`src/rtl/fp_div_stream_ctrl.sv`:
```
// Result FIFO, first-word-fall-through: a write shows on rd_vld_o the next cycle.
// Writes while full are dropped, so the writer must hold credits; reads need rd_vld_o & rd_rdy_i.
module fp_div_fifo #(
  parameter int WIDTH = 32,
  parameter int DEPTH = 32
) (
  input  logic             clk_i,
  input  logic             rst_n_i,
  input  logic             wr_vld_i,
  input  logic [WIDTH-1:0] wr_dat_i,
  output logic             rd_vld_o,
  output logic [WIDTH-1:0] rd_dat_o,
  input  logic             rd_rdy_i,
  output logic             full_o
);
  localparam int AW = $clog2(DEPTH);
  localparam logic [AW:0] PTR_ONE = 1;

  logic [WIDTH-1:0] mem_q [DEPTH];
  logic [AW:0]      wr_ptr_q, rd_ptr_q;
  logic             wr_en, rd_en;

  assign full_o   = (wr_ptr_q[AW] != rd_ptr_q[AW]) && (wr_ptr_q[AW-1:0] == rd_ptr_q[AW-1:0]);
  assign rd_vld_o = (wr_ptr_q != rd_ptr_q);
  assign rd_dat_o = mem_q[rd_ptr_q[AW-1:0]];
  assign wr_en    = wr_vld_i & ~full_o;
  assign rd_en    = rd_vld_o & rd_rdy_i;

  always_ff @(posedge clk_i) begin
    if (!rst_n_i) begin
      wr_ptr_q <= '0;
      rd_ptr_q <= '0;
    end else begin
      if (wr_en) wr_ptr_q <= wr_ptr_q + PTR_ONE;
      if (rd_en) rd_ptr_q <= rd_ptr_q + PTR_ONE;
    end
  end

  always_ff @(posedge clk_i) begin
    if (wr_en) mem_q[wr_ptr_q[AW-1:0]] <= wr_dat_i;
  end
endmodule

// Feeds a non-stallable divider with num/denom pairs under credit control and replays
// results in order on q_*; issue-to-q_valid is LATENCY+1, q_ready backpressure throttles issue.
module fp_div_stream_ctrl #(
  parameter int WIDTH      = 32,
  parameter int LATENCY    = 28,
  parameter int FIFO_DEPTH = 32,
  parameter int MAX_LEN    = 256,
  parameter int LEN_W      = $clog2(MAX_LEN + 1)
) (
  input  logic             clk_i,
  input  logic             rst_n_i,
  input  logic             start_i,
  input  logic [LEN_W-1:0] len_i,
  input  logic [WIDTH-1:0] denom_i,
  output logic             busy_o,
  output logic             done_o,
  input  logic [WIDTH-1:0] num_data_i,
  input  logic             num_valid_i,
  output logic             num_ready_o,
  output logic [WIDTH-1:0] div_a_o,
  output logic [WIDTH-1:0] div_b_o,
  output logic             div_ready_o,
  input  logic [WIDTH-1:0] div_o_i,
  input  logic             div_valid_i,
  output logic [WIDTH-1:0] q_data_o,
  output logic             q_valid_o,
  input  logic             q_ready_i,
  output logic             q_last_o
);
  localparam int CRED_W = $clog2(FIFO_DEPTH + 1);

  typedef enum logic [1:0] {IDLE, RUN, DRAIN} state_e;

  state_e             state_q, state_d;
  logic [LEN_W-1:0]   len_q, len_d, issued_q, issued_d, popped_q, popped_d;
  logic [WIDTH-1:0]   denom_q, denom_d;
  logic [CRED_W-1:0]  credits_q, credits_d;
  logic               done_q, done_d;
  logic               issue, pop, fifo_wr, fifo_full, last_issue, last_pop, at_last;
  logic [LATENCY-1:0] pend_q;

  assign busy_o      = (state_q != IDLE);
  assign done_o      = done_q;
  assign num_ready_o = (state_q == RUN) && (credits_q != '0) && (issued_q < len_q);
  assign issue       = num_valid_i & num_ready_o;
  assign div_a_o     = num_data_i;
  assign div_b_o     = denom_q;
  assign div_ready_o = issue;
  // Results arriving while IDLE belong to an aborted job and are dropped.
  assign fifo_wr     = div_valid_i & busy_o;
  assign pop         = q_valid_o & q_ready_i;
  assign at_last     = (popped_q == len_q - LEN_W'(1));
  assign q_last_o    = q_valid_o & at_last;
  assign last_issue  = issue && (issued_q == len_q - LEN_W'(1));
  assign last_pop    = pop & at_last;

  always_comb begin
    state_d   = state_q;
    len_d     = len_q;
    denom_d   = denom_q;
    issued_d  = issued_q;
    popped_d  = popped_q;
    credits_d = credits_q;
    done_d    = 1'b0;
    case ({issue, pop})
      2'b10:   credits_d = credits_q - CRED_W'(1);
      2'b01:   credits_d = credits_q + CRED_W'(1);
      default: credits_d = credits_q;
    endcase
    if (issue) issued_d = issued_q + LEN_W'(1);
    if (pop)   popped_d = popped_q + LEN_W'(1);
    case (state_q)
      IDLE: begin
        if (start_i) begin
          if (len_i == '0) begin
            done_d = 1'b1;
          end else begin
            state_d   = RUN;
            len_d     = len_i;
            denom_d   = denom_i;
            issued_d  = '0;
            popped_d  = '0;
            credits_d = CRED_W'(FIFO_DEPTH);
          end
        end
      end
      RUN:     if (last_issue) state_d = DRAIN;
      DRAIN: begin
        if (last_pop) begin
          state_d = IDLE;
          done_d  = 1'b1;
        end
      end
      default: state_d = IDLE;
    endcase
  end

  always_ff @(posedge clk_i) begin
    if (!rst_n_i) begin
      state_q   <= IDLE;
      len_q     <= '0;
      denom_q   <= '0;
      issued_q  <= '0;
      popped_q  <= '0;
      credits_q <= CRED_W'(FIFO_DEPTH);
      done_q    <= 1'b0;
      pend_q    <= '0;
    end else begin
      state_q   <= state_d;
      len_q     <= len_d;
      denom_q   <= denom_d;
      issued_q  <= issued_d;
      popped_q  <= popped_d;
      credits_q <= credits_d;
      done_q    <= done_d;
      pend_q    <= (pend_q << 1) | LATENCY'(issue);
    end
  end

  fp_div_fifo #(.WIDTH(WIDTH), .DEPTH(FIFO_DEPTH)) u_fifo (
    .clk_i    (clk_i),
    .rst_n_i  (rst_n_i),
    .wr_vld_i (fifo_wr),
    .wr_dat_i (div_o_i),
    .rd_vld_o (q_valid_o),
    .rd_dat_o (q_data_o),
    .rd_rdy_i (q_ready_i),
    .full_o   (fifo_full)
  );

  // pend_q tracks which issues are due back, catching a divider whose latency differs.
  a_no_overflow: assert property (@(posedge clk_i) disable iff (!rst_n_i) !(fifo_wr && fifo_full));
  a_on_time:     assert property (@(posedge clk_i) disable iff (!rst_n_i) fifo_wr |-> pend_q[LATENCY-1]);
  a_credit_max:  assert property (@(posedge clk_i) disable iff (!rst_n_i) credits_q <= CRED_W'(FIFO_DEPTH));
endmodule

```
`config.mk`:
```
export PLATFORM = sky130hd
export DESIGN_NAME = fp_div_stream_ctrl
export DESIGN_NICKNAME = d
export VERILOG_FILES = /design/src/rtl/fp_div_stream_ctrl.sv
export SDC_FILE = /design/constraint.sdc
export NUM_CORES = 1
export LEC_CHECK = 0
export CORE_MARGIN = 10
export CORE_UTILIZATION = 54
export CTS_CLUSTER_SIZE = 8
export DETAILED_ROUTE_END_ITERATION = 10
export PLACE_DENSITY = 0.79
export SETUP_SLACK_MARGIN = 0.2
export SYNTH_ARGS = -nofsm -noshare
export SYNTH_HDL_FRONTEND = slang
export SYNTH_SLANG_ARGS = --single-unit
```
`constraint.sdc`:
```
create_clock -name clk_i -period 3.4 [get_ports clk_i]
set_input_delay 0.85 -clock clk_i [delete_from_list [all_inputs] [get_ports clk_i]]
set_output_delay 0.85 -clock clk_i [all_outputs]
set_load 0.005 [all_outputs]
```
---- After elaboration in Yosys (flattened, before gate mapping) ----
Memory sizes are Yosys's and may differ from the RTL's. A register that Yosys moved wholly into a read port is not among the register bits.
Index checks and enable logic that the tools add are counted.
storage, ports and cells
  register bits after elaboration ......... 80
  bits in writable memories ............... 1024
  output and inout bits ................... 102
  logic and storage cells ................. 74
  memories ................................ 1
memory list
  memory        words  bits a word  rd ports  clocked after memory_dff  write ports  line  RTL
  u_fifo.mem_q  32     32           1         1                         1            19    logic [WIDTH-1:0] mem_q [DEPTH];
cells by class
  add/sub/neg operators ................... 7
  $lt $le $gt $ge ......................... 1
  equal/unequal tests ..................... 13
  muxes and demuxes ....................... 25
  bitwise gates (word level) .............. 8
  reductions and logical operators ........ 10
operator list
  cell                 number
  $mux 9               8
  $add 6x1->6 const B  3
  $add 9x1->9 const B  2
  $eq 9x9->1           2
  $mux 6               3
  $pmux 6 s2           1
  $mux 5               2
  $logic_not 9->1      1
  $lt 9x9->1           1
  $sub 9x1->9 const B  1
  $mux 2               4
  $ne 2x2->1 const B   4
  $and 1x1->1          6
  $ne 6x6->1           1
  $pmux 2 s3           1
  $reduce_bool 6->1    1
  $sub 6x1->6 const B  1
  $eq 5x5->1           1
  $mux 1               5
  $eq 2x1->1 const B   2
  $eq 2x2->1 const B   2
  $logic_and 1x1->1    4
  $reduce_and 4->1     1
  $reduce_and 3->1     1
  5 further kinds      6

---- Logic depth before layout (Yosys ltp) ----
Gate-level depths: netlist of the first run.
  word-level depth ........................ 9
  depth in mapped cells ................... 17
  mapped depth without buffers ............ 15

---- Cells and area by module ----
Synthesis of the first run repeated with hierarchy kept, for this count alone.
second synthesis, totals
  cells, all modules ...................... 2808
  area total of the unflattened synthesis .. 44639.1 µm²
modules (own cells, without submodules)
  module              instances  cells each  area an instance (µm²)  sequential area each (µm²)
  fp_div_fifo         1          2313        40650.2                 31089.8
  fp_div_stream_ctrl  1          495         3988.8                  1361.3

---- Worst setup path before layout of the first run ----
OpenSTA, ideal clock, no wires.
  kind .................................... reg2reg
  start ................................... register len_q[4]
  end ..................................... register credits_q[5]
  data arrival time ....................... 3.586 ns
  slack ................................... -0.249 ns
  cell stages (with the launch flop) ...... 17
  buffers on the path ..................... 2
  clock period less this slack ............ 3.649 ns
  path through ............................ dfxtp_1 buf_1 inv_1 ha_1 a211oi_1 a31oi_1 or2_2 buf_2 ha_1 inv_1 ha_1 a21oi_1 a21boi_0 o21a_1 or4_1 a21oi_1 nand3b_1
between the ends
  word-level cells in the longest chain between the ends .. 8
RTL lines
  what                                             line  RTL
  start: declaration                               78    logic [LEN_W-1:0] len_q, len_d, issued_q, issued_d, popped_q, popped_d;
  start signal: assignment                         153   len_q <= len_d;
  $lt 9x9->1 (*)                                   87    assign num_ready_o = (state_q == RUN) && (credits_q != '0) && (issued_q < len_q);
  $logic_and 1x1->1 (*)                            87
  $and 1x1->1 (*)                                  88    assign issue = num_valid_i & num_ready_o;
  $eq 2x1->1 / $eq 2x2->1 (equally long branches)  108   case ({issue, pop})
  $pmux 6 s2 (*)                                   108
  $mux 6                                           118   if (len_i == '0) begin
  $mux 6                                           117   if (start_i) begin
  $mux 6 (*)                                       115   case (state_q)
  end signal: assignment                           148   credits_q <= CRED_W'(FIFO_DEPTH);
  end signal: assignment                           157   credits_q <= credits_d;
  end: declaration                                 80    logic [CRED_W-1:0] credits_q, credits_d;
Mark *: on every way between the ends. The rest lies on a longest branch, timed or not.
A chain may end at the register's enable or synchronous reset.

==> results.cfg, run 1 <==
[outcome]
status = finished with violations
failed_checks = negative setup slack

[power_and_ir_drop]
pwr_density_cell_nw_per_um2 = 605.8
vdd.ir_drop.worst_v = 0.0004615
leakage_nw = 17.36

[floorplan]
die_height_microns = 304.0
die_area_sq_um = 92400
floorplan.core_area_sq_um = 80290
core.rowCount = 104
boundaryPins = 213
die_width_microns = 304.0
start_util_pct = 54.24

[synth]
syn-num-nets = 2193
post_synth_most_frequent_cells = sky130_fd_sc_hd__edfxtp_1 (1,024), sky130_fd_sc_hd__mux4_2 (320), sky130_fd_sc_hd__nand2_1 (105), sky130_fd_sc_hd__dfxtp_1 (85), sky130_fd_sc_hd__nor2_1 (70)
post-synth-top-count-cell = sky130_fd_sc_hd__edfxtp_1
synthFlopType = sky130_fd_sc_hd__edfxtp_1
compound_cell_area_share_of_the_yosys_netlist_pct = 1.511
largest_family_of_logic_cells_by_synthesized_area = multiplexers
post_synth_and_or_nand_nor_area_fraction_pct = 2.867
netlist_top_cells_area = sky130_fd_sc_hd__edfxtp_1 (71%), sky130_fd_sc_hd__mux4_2 (17%), sky130_fd_sc_hd__dfxtp_1 (3.9%)
synthesis.area_per_instance_sq_um = 21.16
synthAdderAreaFrac_pct = 0.7068
postSynthCellCount = 2058
netlist.area_leader.share_pct = 70.61
postSynth.asyncResetShare_pct = 0
proportion_of_synthesized_area_in_mux_cells_pct = 17.52
synth_largest_area_cell = sky130_fd_sc_hd__edfxtp_1
yosys.area_share.xor_xnor_pct = 1.026
synth_edf_count = 1024
synth.lib_cells_used.distinct = 59
seq_area_frac_synth_pct = 74.52
syn-cell-area_sq_um = 43550
synth.ff_latch_count = 1109
yosys_warnings = 0

[clock_network]
cts.reportedPaths.clkPinSlew_ns = 0.06
clockBufferDepth = 3
cts-root-buf = sky130_fd_sc_hd__clkbuf_16
insertion_delay_ns = 0.75
cts.sinks = 1109
cts_made_buffers = 157
tritoncts = done
cts.htree.levels = 4

[placed_design]
dp_cells = 3293
port_buffers = 148
finalWeightedCongestion = 0.8681
dpl.hpwl_microns = 61660

[timing]
fmaxAchievable_ghz = 0.2464
relSlewSlack_pct = 16.60
final.setup_skew_ns = 0.03804
hold_ws_ns = 0.4612
report.final.slew_viol_count = 0
fin_crit_ns = 4.058
fin_ws_ns = -0.6583
final_hold_vios = 0
final-setup-viol-count = 32
worstMarginPinSlew_ns = 1.247
grt_setup_unrepaired = true
timing.final.crit_share_pct = 119.4

[worst_setup_path]
critPathArrivalTime_ns = 3.21
reg2reg_setup_slack_ns = 0.21
worst_r2r_startpoint = len_q[2]
timing.setup.critical_path_class = flop to output port
crit_path_end_kind = output port
crit_path_max_fanout = 7
critPathLaunchType = flop
required_time_at_the_worst_slack_endpoint_ns = 2.55

[global_routing]
grt_first_pass_wirelength_microns = 185100
grt_pass1_vias = 25440
grt_start_max_net_pins = 67
grt_overflow = 0
grt_overall_usage_pct = 27.66
grt_antenna_before_repair = 2

[finish]
insertedDiodeCount = 0
final_nets = 2624
drive_above_1_share_pct = 36.28
synthToLayoutAreaGrowth_pct = 24.10
fin_util_pct = 67.31
layout.cells.non_filler = 3590

[detailed_routing]
dr_wl_met3_microns = 14130
average_vias_per_placed_instance = 6.804
wl_met1_microns = 42750
drc_violations_left = 0
first_iter_violations = 3414
antenna_left = 0
drt-wirelength-per-cell_microns = 35.90
met2WireLength_microns = 65050
routed-via-count = 24430
totalWireLength_microns = 128900
top_signal_layer_used = met5
drt_first_pass_iters = 7

[hold_path]
hold_path.startpoint = div_b_o[31]
min-delay-path-class = flop to flop

[job]
max-cap-violations = 0
stage by stage:
stage                     instance area (sq um)  TNS (ns)  power [mW]  setup WS [ns]
after floorplan                           43660         0       16.87        0.07754
after global placement                    47970   -0.4565       17.79        -0.1079
after detailed placement                  47970    -1.015       17.88       -0.08130
after CTS                                 53890    -18.81       32.61        -0.6566
after global routing                      54040    -20.40       33.52        -0.6968
final                                     54040    -18.91       32.74        -0.6583
layout by cell type (no fill, tap or decap), types with 31 or more instances in the layout:
| cell | instances |
|---|---|
| sky130_fd_sc_hd__buf_4 | 138 |
| sky130_fd_sc_hd__xnor2_1 | 31 |
| sky130_fd_sc_hd__nand2_1 | 105 |
| sky130_fd_sc_hd__a21boi_0 | 40 |
| sky130_fd_sc_hd__buf_12 | 68 |
| sky130_fd_sc_hd__nor2_4 | 33 |
| sky130_fd_sc_hd__buf_6 | 56 |
| sky130_fd_sc_hd__clkbuf_16 | 158 |
| sky130_fd_sc_hd__edfxtp_1 | 1024 |
| sky130_fd_sc_hd__mux2_4 | 31 |
| sky130_fd_sc_hd__nor2_1 | 37 |
| sky130_fd_sc_hd__mux4_2 | 320 |
| sky130_fd_sc_hd__clkdlybuf4s50_1 | 112 |
| sky130_fd_sc_hd__dfxtp_1 | 69 |
logic make-up after synthesis:
logic type,Yosys count
xor gates and xnor gates,51
AOI/OAI and AO/OA,90
adders and majority gates,24
DFF,1109
muxes,358
buffers and inverters,162
and+or+nand+nor,264
per-layer routing:
layer,global-route usage (%),vias to the layer above
met5,0,-
met2,45.77,2085
met1,33.34,12590
li1,-,9269
met3,7.311,474
met4,13.95,4
layout make-up:
| cell class | instances | area, sq um |
|---|---|---|
| Sequential cell | 1109 | 32490 |
| Fill cell | 4574 | 26250 |
| Multi-Input combinational cell | 787 | 10890 |
| Timing Repair Buffer | 411 | 4918 |
| Clock buffer | 184 | 4051 |
| Tap cell | 1060 | 1326 |
| Clock inverter | 16 | 274.0 |
| Inverter | 23 | 91.34 |
registers in the layout, summed over array words and instances (netlist names), named ones only:
name and count:
u_fifo.rd_ptr_q 6, len_q 9, state_q 2, credits_q 6, popped_q 9, done_o 1
u_fifo.mem_q 1024, u_fifo.wr_ptr_q 6, div_b_o 32, issued_q 9
worst max-delay path, cell delays in order (launching register included):
cell and delay, ns:
sky130_fd_sc_hd__dfxtp_4 0.37, sky130_fd_sc_hd__buf_12 0.12, sky130_fd_sc_hd__buf_12 0.14, sky130_fd_sc_hd__buf_4 0.15, sky130_fd_sc_hd__buf_8 0.13, sky130_fd_sc_hd__mux4_2 0.55
sky130_fd_sc_hd__mux4_2 0.55, sky130_fd_sc_hd__mux2_4 0.32, sky130_fd_sc_hd__buf_6 0.13
timing repair:
action / 4_1_cts / 5_1_grt
gates cloned: 13 / 0
hold buffers: 0 / 0
buffers inserted: 74 / 10
resized for setup: 307 / 20
endpoints found under the setup margin: 37 / 35
pin swaps: 15 / 12
power by group:
group	total (mW)	switching [mW]	internal [mW]	leakage (nW)
clock network	14.2	5.88	8.37	2.10
registers	15.0	0.0558	15.0	9.91
logic	3.44	1.44	2.00	5.35
total	32.7	7.37	25.4	17.4
final timing paths:
path | to | cells past startpoint
worst min-delay path | div_b_o[31] | 2
worst max register to register | credits_q[5] | 17
worst min register to register | div_b_o[31] | 2
worst max-delay path | q_data_o[24] | 8
No activity file was read; power rests on OpenSTA's default activity.
==> run 2, diff against run 1 <==
--- a/config.mk
+++ b/config.mk
@@ -11,6 +11,7 @@
 export DETAILED_ROUTE_END_ITERATION = 10
 export PLACE_DENSITY = 0.79
 export SETUP_SLACK_MARGIN = 0.2
+export SLEW_MARGIN = 20
 export SYNTH_ARGS = -nofsm -noshare
 export SYNTH_HDL_FRONTEND = slang
 export SYNTH_SLANG_ARGS = --single-unit
==> results.cfg, run 2 (synthesis gave the netlist of run 1 again) <==
[global_routing]
grt_util_met1_pct = 33.34
grt_use_met2_pct = 45.77
gr-max-usage-layer = met2
grt_antenna_before_repair = 3
grt_overflow = 0
globalRouteMet3Util_pct = 7.311
grt_pass1_vias = 25440
grt_first_pass_wirelength_microns = 185100
grt_overall_usage_pct = 27.66
grt_start_max_net_pins = 67

[finish]
drive_above_1_share_pct = 36.76
layout_common_cells = sky130_fd_sc_hd__edfxtp_1 (1,024), sky130_fd_sc_hd__mux4_2 (320), sky130_fd_sc_hd__clkbuf_16 (158)
layout.cell_area.non_filler_sq_um = 53980
most_common_library_cell_in_the_layout_ignoring_fill_and_taps = sky130_fd_sc_hd__edfxtp_1
number_of_flip_flops_in_the_largest_register = 1024
final_nets = 2624
synthToLayoutAreaGrowth_pct = 23.96
insertedDiodeCount = 0

[worst_setup_path]
critical_path.cell_chain = buf_12, buf_12, buf_4, buf_8, mux4_2, mux4_2, mux2_4, buf_6
required_time_at_the_worst_slack_endpoint_ns = 2.55
crit_slowest_cell = sky130_fd_sc_hd__mux4_2
critical_path.top_delay_family = multiplexers
critPathArrivalTime_ns = 3.20
crit_path_max_fanout = 7
critical_path.n_buffers_inverters = 5
timing.critical_path.slowest_cell_delay_ns = 0.55
critPathLaunchType = flop
timing.setup.critical_path_class = flop to output port
crit_path_end_kind = output port

[detailed_routing]
drt-wirelength-per-cell_microns = 35.83
first_iter_violations = 3336
totalWireLength_microns = 128600
average_vias_per_placed_instance = 6.811
antenna_left = 0
drc_violations_left = 0
drt_first_pass_iters = 5
routed-via-count = 24450

[power_and_ir_drop]
vdd.ir_drop.worst_v = 0.0004593
netSwitchingFraction_pct = 22.53
seq_power_share_pct = 46.0
leakage_nw = 17.36
combPwrFrac_pct = 10.5
total_switching_power_mw = 7.372
total_power_mw = 32.72
clock_power_share_pct = 43.5
cellInternalPower_mw = 25.35
pwr_density_cell_nw_per_um2 = 606.2

[floorplan]
die_height_microns = 304.0
core.rowCount = 104
die_width_microns = 304.0
boundaryPins = 213
die_area_sq_um = 92400
start_util_pct = 54.24
floorplan.core_area_sq_um = 80290

[timing]
relSlewSlack_pct = 21.15
fin_tns_setup_ns = -18.86
fin_ws_ns = -0.6505
fmaxAchievable_ghz = 0.2469
final.setup_skew_ns = 0.04100
timing.final.crit_share_pct = 119.1
final_hold_vios = 0
hold_ws_ns = 0.4612
report.final.slew_viol_count = 0
fin_crit_ns = 4.051
grt_setup_unrepaired = true
final-setup-viol-count = 32
worstMarginPinSlew_ns = 1.179

[placed_design]
finalWeightedCongestion = 0.8681
detailed_place.area_sq_um = 47970
port_buffers = 148
dpl.hpwl_microns = 61660

[clock_network]
cts.reportedPaths.clkPinSlew_ns = 0.05
cts_made_buffers = 157
insertion_delay_ns = 0.75
clockBufferDepth = 3
cts.htree.levels = 4
cts-root-buf = sky130_fd_sc_hd__clkbuf_16
tritoncts = done
cts.sinks = 1109

[outcome]
failed_checks = negative setup slack
status = finished with violations

[job]
max-cap-violations = 0

[hold_path]
min-delay-path-class = flop to flop
[run 2: layout make-up]
class | count | area [sq um]
Sequential cell | 1109 | 32490
Fill cell | 4584 | 26310
Multi-Input combinational cell | 787 | 10890
Timing Repair Buffer | 411 | 4858
Clock buffer | 184 | 4051
Tap cell | 1060 | 1326
Clock inverter | 16 | 274.0
Inverter | 23 | 91.34
[run 2: path summary, 6_finish.rpt]
path | start | endpoint | slack [ns] | cells after the start
worst max register to register | len_q[2] | credits_q[5] | 0.21 | 17
worst min register to register | div_b_o[31] | div_b_o[31] | 0.46 | 2
worst max-delay path | flop | q_data_o[24] | -0.65 | 8
worst min-delay path | div_b_o[31] | div_b_o[31] | 0.46 | 2
[run 2: worst min-delay path: stages, from the launching register on]
cell and delay (ns):
sky130_fd_sc_hd__dfxtp_1 0.30, sky130_fd_sc_hd__nand2_1 0.04, sky130_fd_sc_hd__a21boi_0 0.07
[run 2: what timing repair did]
action                                  CTS  global route
endpoints found under the setup margin   37            35
buffers inserted                         74            10
hold endpoints to repair                  0             0
resized for setup                       307            20
pin swaps                                15            12
gates cloned                             13             0
hold buffers                              0             0
[run 2: routing by layer]
layer	vias to the layer above	routed length (microns)
li1	9265	-
met1	12580	42330
met2	2103	64920
met3	500	14170
met4	4	7175
met5	-	18
[run 2: metrics by stage]
stage,setup WS (ns),util (%),std cells
final,-0.6505,67.24,3590
after global routing,-0.6968,67.24,3590
after CTS,-0.6566,67.12,3580
after detailed placement,-0.08130,59.74,3293
after global placement,-0.1079,59.74,3293
after floorplan,0.07754,-,2058
[run 2: power by group through the flow]
| stage | Sequential (mW) | Combinational, mW | Clock [mW] |
|---|---|---|---|
| floorplan | 15.3 | 1.59 | 0 |
| global placement | 15.3 | 2.50 | 0 |
| detailed placement | 15.3 | 2.58 | 0 |
| CTS | 15.0 | 3.35 | 14.2 |
| global route | 15.0 | 3.62 | 14.9 |
| finish | 15.0 | 3.44 | 14.2 |
==> run 3, diff against run 2 <==
--- a/config.mk
+++ b/config.mk
@@ -11,7 +11,8 @@
 export DETAILED_ROUTE_END_ITERATION = 10
 export PLACE_DENSITY = 0.79
 export SETUP_SLACK_MARGIN = 0.2
-export SLEW_MARGIN = 20
+export SKIP_LAST_GASP = 1
+export SLEW_MARGIN = 15
 export SYNTH_ARGS = -nofsm -noshare
 export SYNTH_HDL_FRONTEND = slang
 export SYNTH_SLANG_ARGS = --single-unit
==> results.cfg, run 3 (synthesis gave the netlist of run 1 again) <==
[worst_setup_path]
regToRegEndpoint = credits_q[5]
reg2reg_setup_slack_ns = 0.16
critPathArrivalTime_ns = 3.24
critPathLaunchType = flop
crit_path_end_kind = output port
required_time_at_the_worst_slack_endpoint_ns = 2.55
worst_r2r_startpoint = len_q[2]
rr_worst_depth = 17
worst_setup_path_endpoint = q_data_o[18]
crit_path_max_fanout = 7
timing.setup.critical_path_class = flop to output port

[timing]
final-setup-viol-count = 32
fin_tns_setup_ns = -19.55
final.setup_skew_ns = 0.04773
fin_crit_ns = 4.088
timing.final.crit_share_pct = 120.2
grt_setup_unrepaired = true
fin_ws_ns = -0.6877
relSlewSlack_pct = 21.48
worstMarginPinSlew_ns = 1.174
report.final.slew_viol_count = 0
final_hold_vios = 0
fmaxAchievable_ghz = 0.2446

[detailed_routing]
first_iter_violations = 3279
drt_first_pass_iters = 7
average_vias_per_placed_instance = 6.810
antenna_left = 0
totalWireLength_microns = 130000
drc_violations_left = 0
routed-via-count = 24490
drt-wirelength-per-cell_microns = 36.14

[global_routing]
grt_overall_usage_pct = 27.59
grt_first_pass_wirelength_microns = 184500
grt_overflow = 0
grt_antenna_before_repair = 2
grt_start_max_net_pins = 67
grt_pass1_vias = 25550

[floorplan]
die_height_microns = 304.0
die_area_sq_um = 92400
die_width_microns = 304.0
start_util_pct = 54.24
core.rowCount = 104
floorplan.core_area_sq_um = 80290
boundaryPins = 213

[clock_network]
tritoncts = done
insertion_delay_ns = 0.75
cts-root-buf = sky130_fd_sc_hd__clkbuf_16
clockBufferDepth = 3
cts.htree.levels = 4
cts_made_buffers = 157
cts.sinks = 1109
cts.reportedPaths.clkPinSlew_ns = 0.06

[finish]
layout.cells.non_filler = 3597
drive_above_1_share_pct = 36.57
final_nets = 2629
synthToLayoutAreaGrowth_pct = 24.26
number_of_flip_flops_in_the_largest_register = 1024
final.fill_count = 4611
most_common_library_cell_in_the_layout_ignoring_fill_and_taps = sky130_fd_sc_hd__edfxtp_1
multi_input_comb_area_sq_um = 10930
layout_common_cells = sky130_fd_sc_hd__edfxtp_1 (1,024), sky130_fd_sc_hd__mux4_2 (320), sky130_fd_sc_hd__clkbuf_16 (159)
layout.cell_area.non_filler_sq_um = 54110
area.sequential_sq_um = 32490

[job]
max-cap-violations = 0

[placed_design]
port_buffers = 148
detailed_place.area_sq_um = 47970
finalWeightedCongestion = 0.8681
placement.setup.worst_slack_ns = -0.08130
dpl.hpwl_microns = 61660
dp_cells = 3293

[hold_path]
min-delay-path-class = flop to flop

[power_and_ir_drop]
vdd.ir_drop.worst_v = 0.0005414
pwr_density_cell_nw_per_um2 = 605.1
leakage_nw = 17.40

[outcome]
failed_checks = negative setup slack
status = finished with violations
==> run 3: changes by cell type in the layout (fill, tap and decap cells not counted), moves of 2 or more <==
cell	previous run	this run
sky130_fd_sc_hd__clkdlybuf4s50_1	100	109
sky130_fd_sc_hd__ha_1	14	11
sky130_fd_sc_hd__buf_2	16	8
sky130_fd_sc_hd__diode_2	0	2
sky130_fd_sc_hd__buf_8	12	10
sky130_fd_sc_hd__ha_4	9	12
sky130_fd_sc_hd__buf_4	138	143
==> run 3: worst max-delay path: stages, from the launching register on <==
cell and delay (ns):
sky130_fd_sc_hd__dfxtp_4 0.37, sky130_fd_sc_hd__buf_6 0.11, sky130_fd_sc_hd__buf_12 0.10, sky130_fd_sc_hd__buf_12 0.12, sky130_fd_sc_hd__buf_16 0.15, sky130_fd_sc_hd__buf_16 0.15
sky130_fd_sc_hd__mux4_2 0.50, sky130_fd_sc_hd__mux4_2 0.53, sky130_fd_sc_hd__mux2_4 0.31, sky130_fd_sc_hd__buf_6 0.12
==> run 3: routing by layer <==
layer  vias up  part of all wire [%]  global-route usage [%]
met2      2095                    51                   45.70
met1     12640                    33                   32.93
met3       485                    11                   7.610
met4         2                   5.2                   14.07
met5         -                0.0085                       0
li1       9269                     -                       -
==> run 3: layout make-up <==
| type | count | area share [%] |
|---|---|---|
| repair buffers | 416 | 9.126 |
| inverters | 23 | 0.1780 |
| flip-flops and latches | 1109 | 60.04 |
| clock inverters | 16 | 0.5064 |
| multi-input cells | 787 | 20.20 |
| diodes | 2 | 0.009249 |
| well taps | 1060 | 2.451 |
| clock buffers | 184 | 7.487 |
==> run 3: through the flow <==
stage | hold WS (ns) | utilization (%) | total power, mW
floorplan | 0.4600 | - | 16.87
global placement | 0.4500 | 59.74 | 17.79
detailed placement | 0.4584 | 59.74 | 17.88
CTS | 0.4655 | 67.06 | 32.59
global route | 0.4863 | 67.40 | 33.52
finish | 0.4602 | 67.40 | 32.74
==> run 3: what timing repair did <==
item | 4_1_cts | 5_1_grt
pin swaps | 15 | 13
setup endpoints to repair | 37 | 36
cloned | 13 | 1
resized for setup | 292 | 32
setup buffers | 74 | 14
hold buffers | 0 | 0
==> run 3: worst min-delay path by stage <==
stage	startpoint	endpoint	slack, ns	cells past startpoint
global route	div_b_o[5]	div_b_o[5]	0.49	2
floorplan	div_b_o[4]	div_b_o[4]	0.46	2
finish	div_b_o[31]	div_b_o[31]	0.46	2
detailed placement	div_b_o[31]	div_b_o[31]	0.46	2
global placement	div_b_o[31]	div_b_o[31]	0.45	2
CTS	div_b_o[31]	div_b_o[31]	0.47	2
==> run 3: power by group <==
part           switching [mW]  internal [mW]
Combinational            1.46           2.02
Clock                    5.85           8.37
Sequential             0.0581           15.0
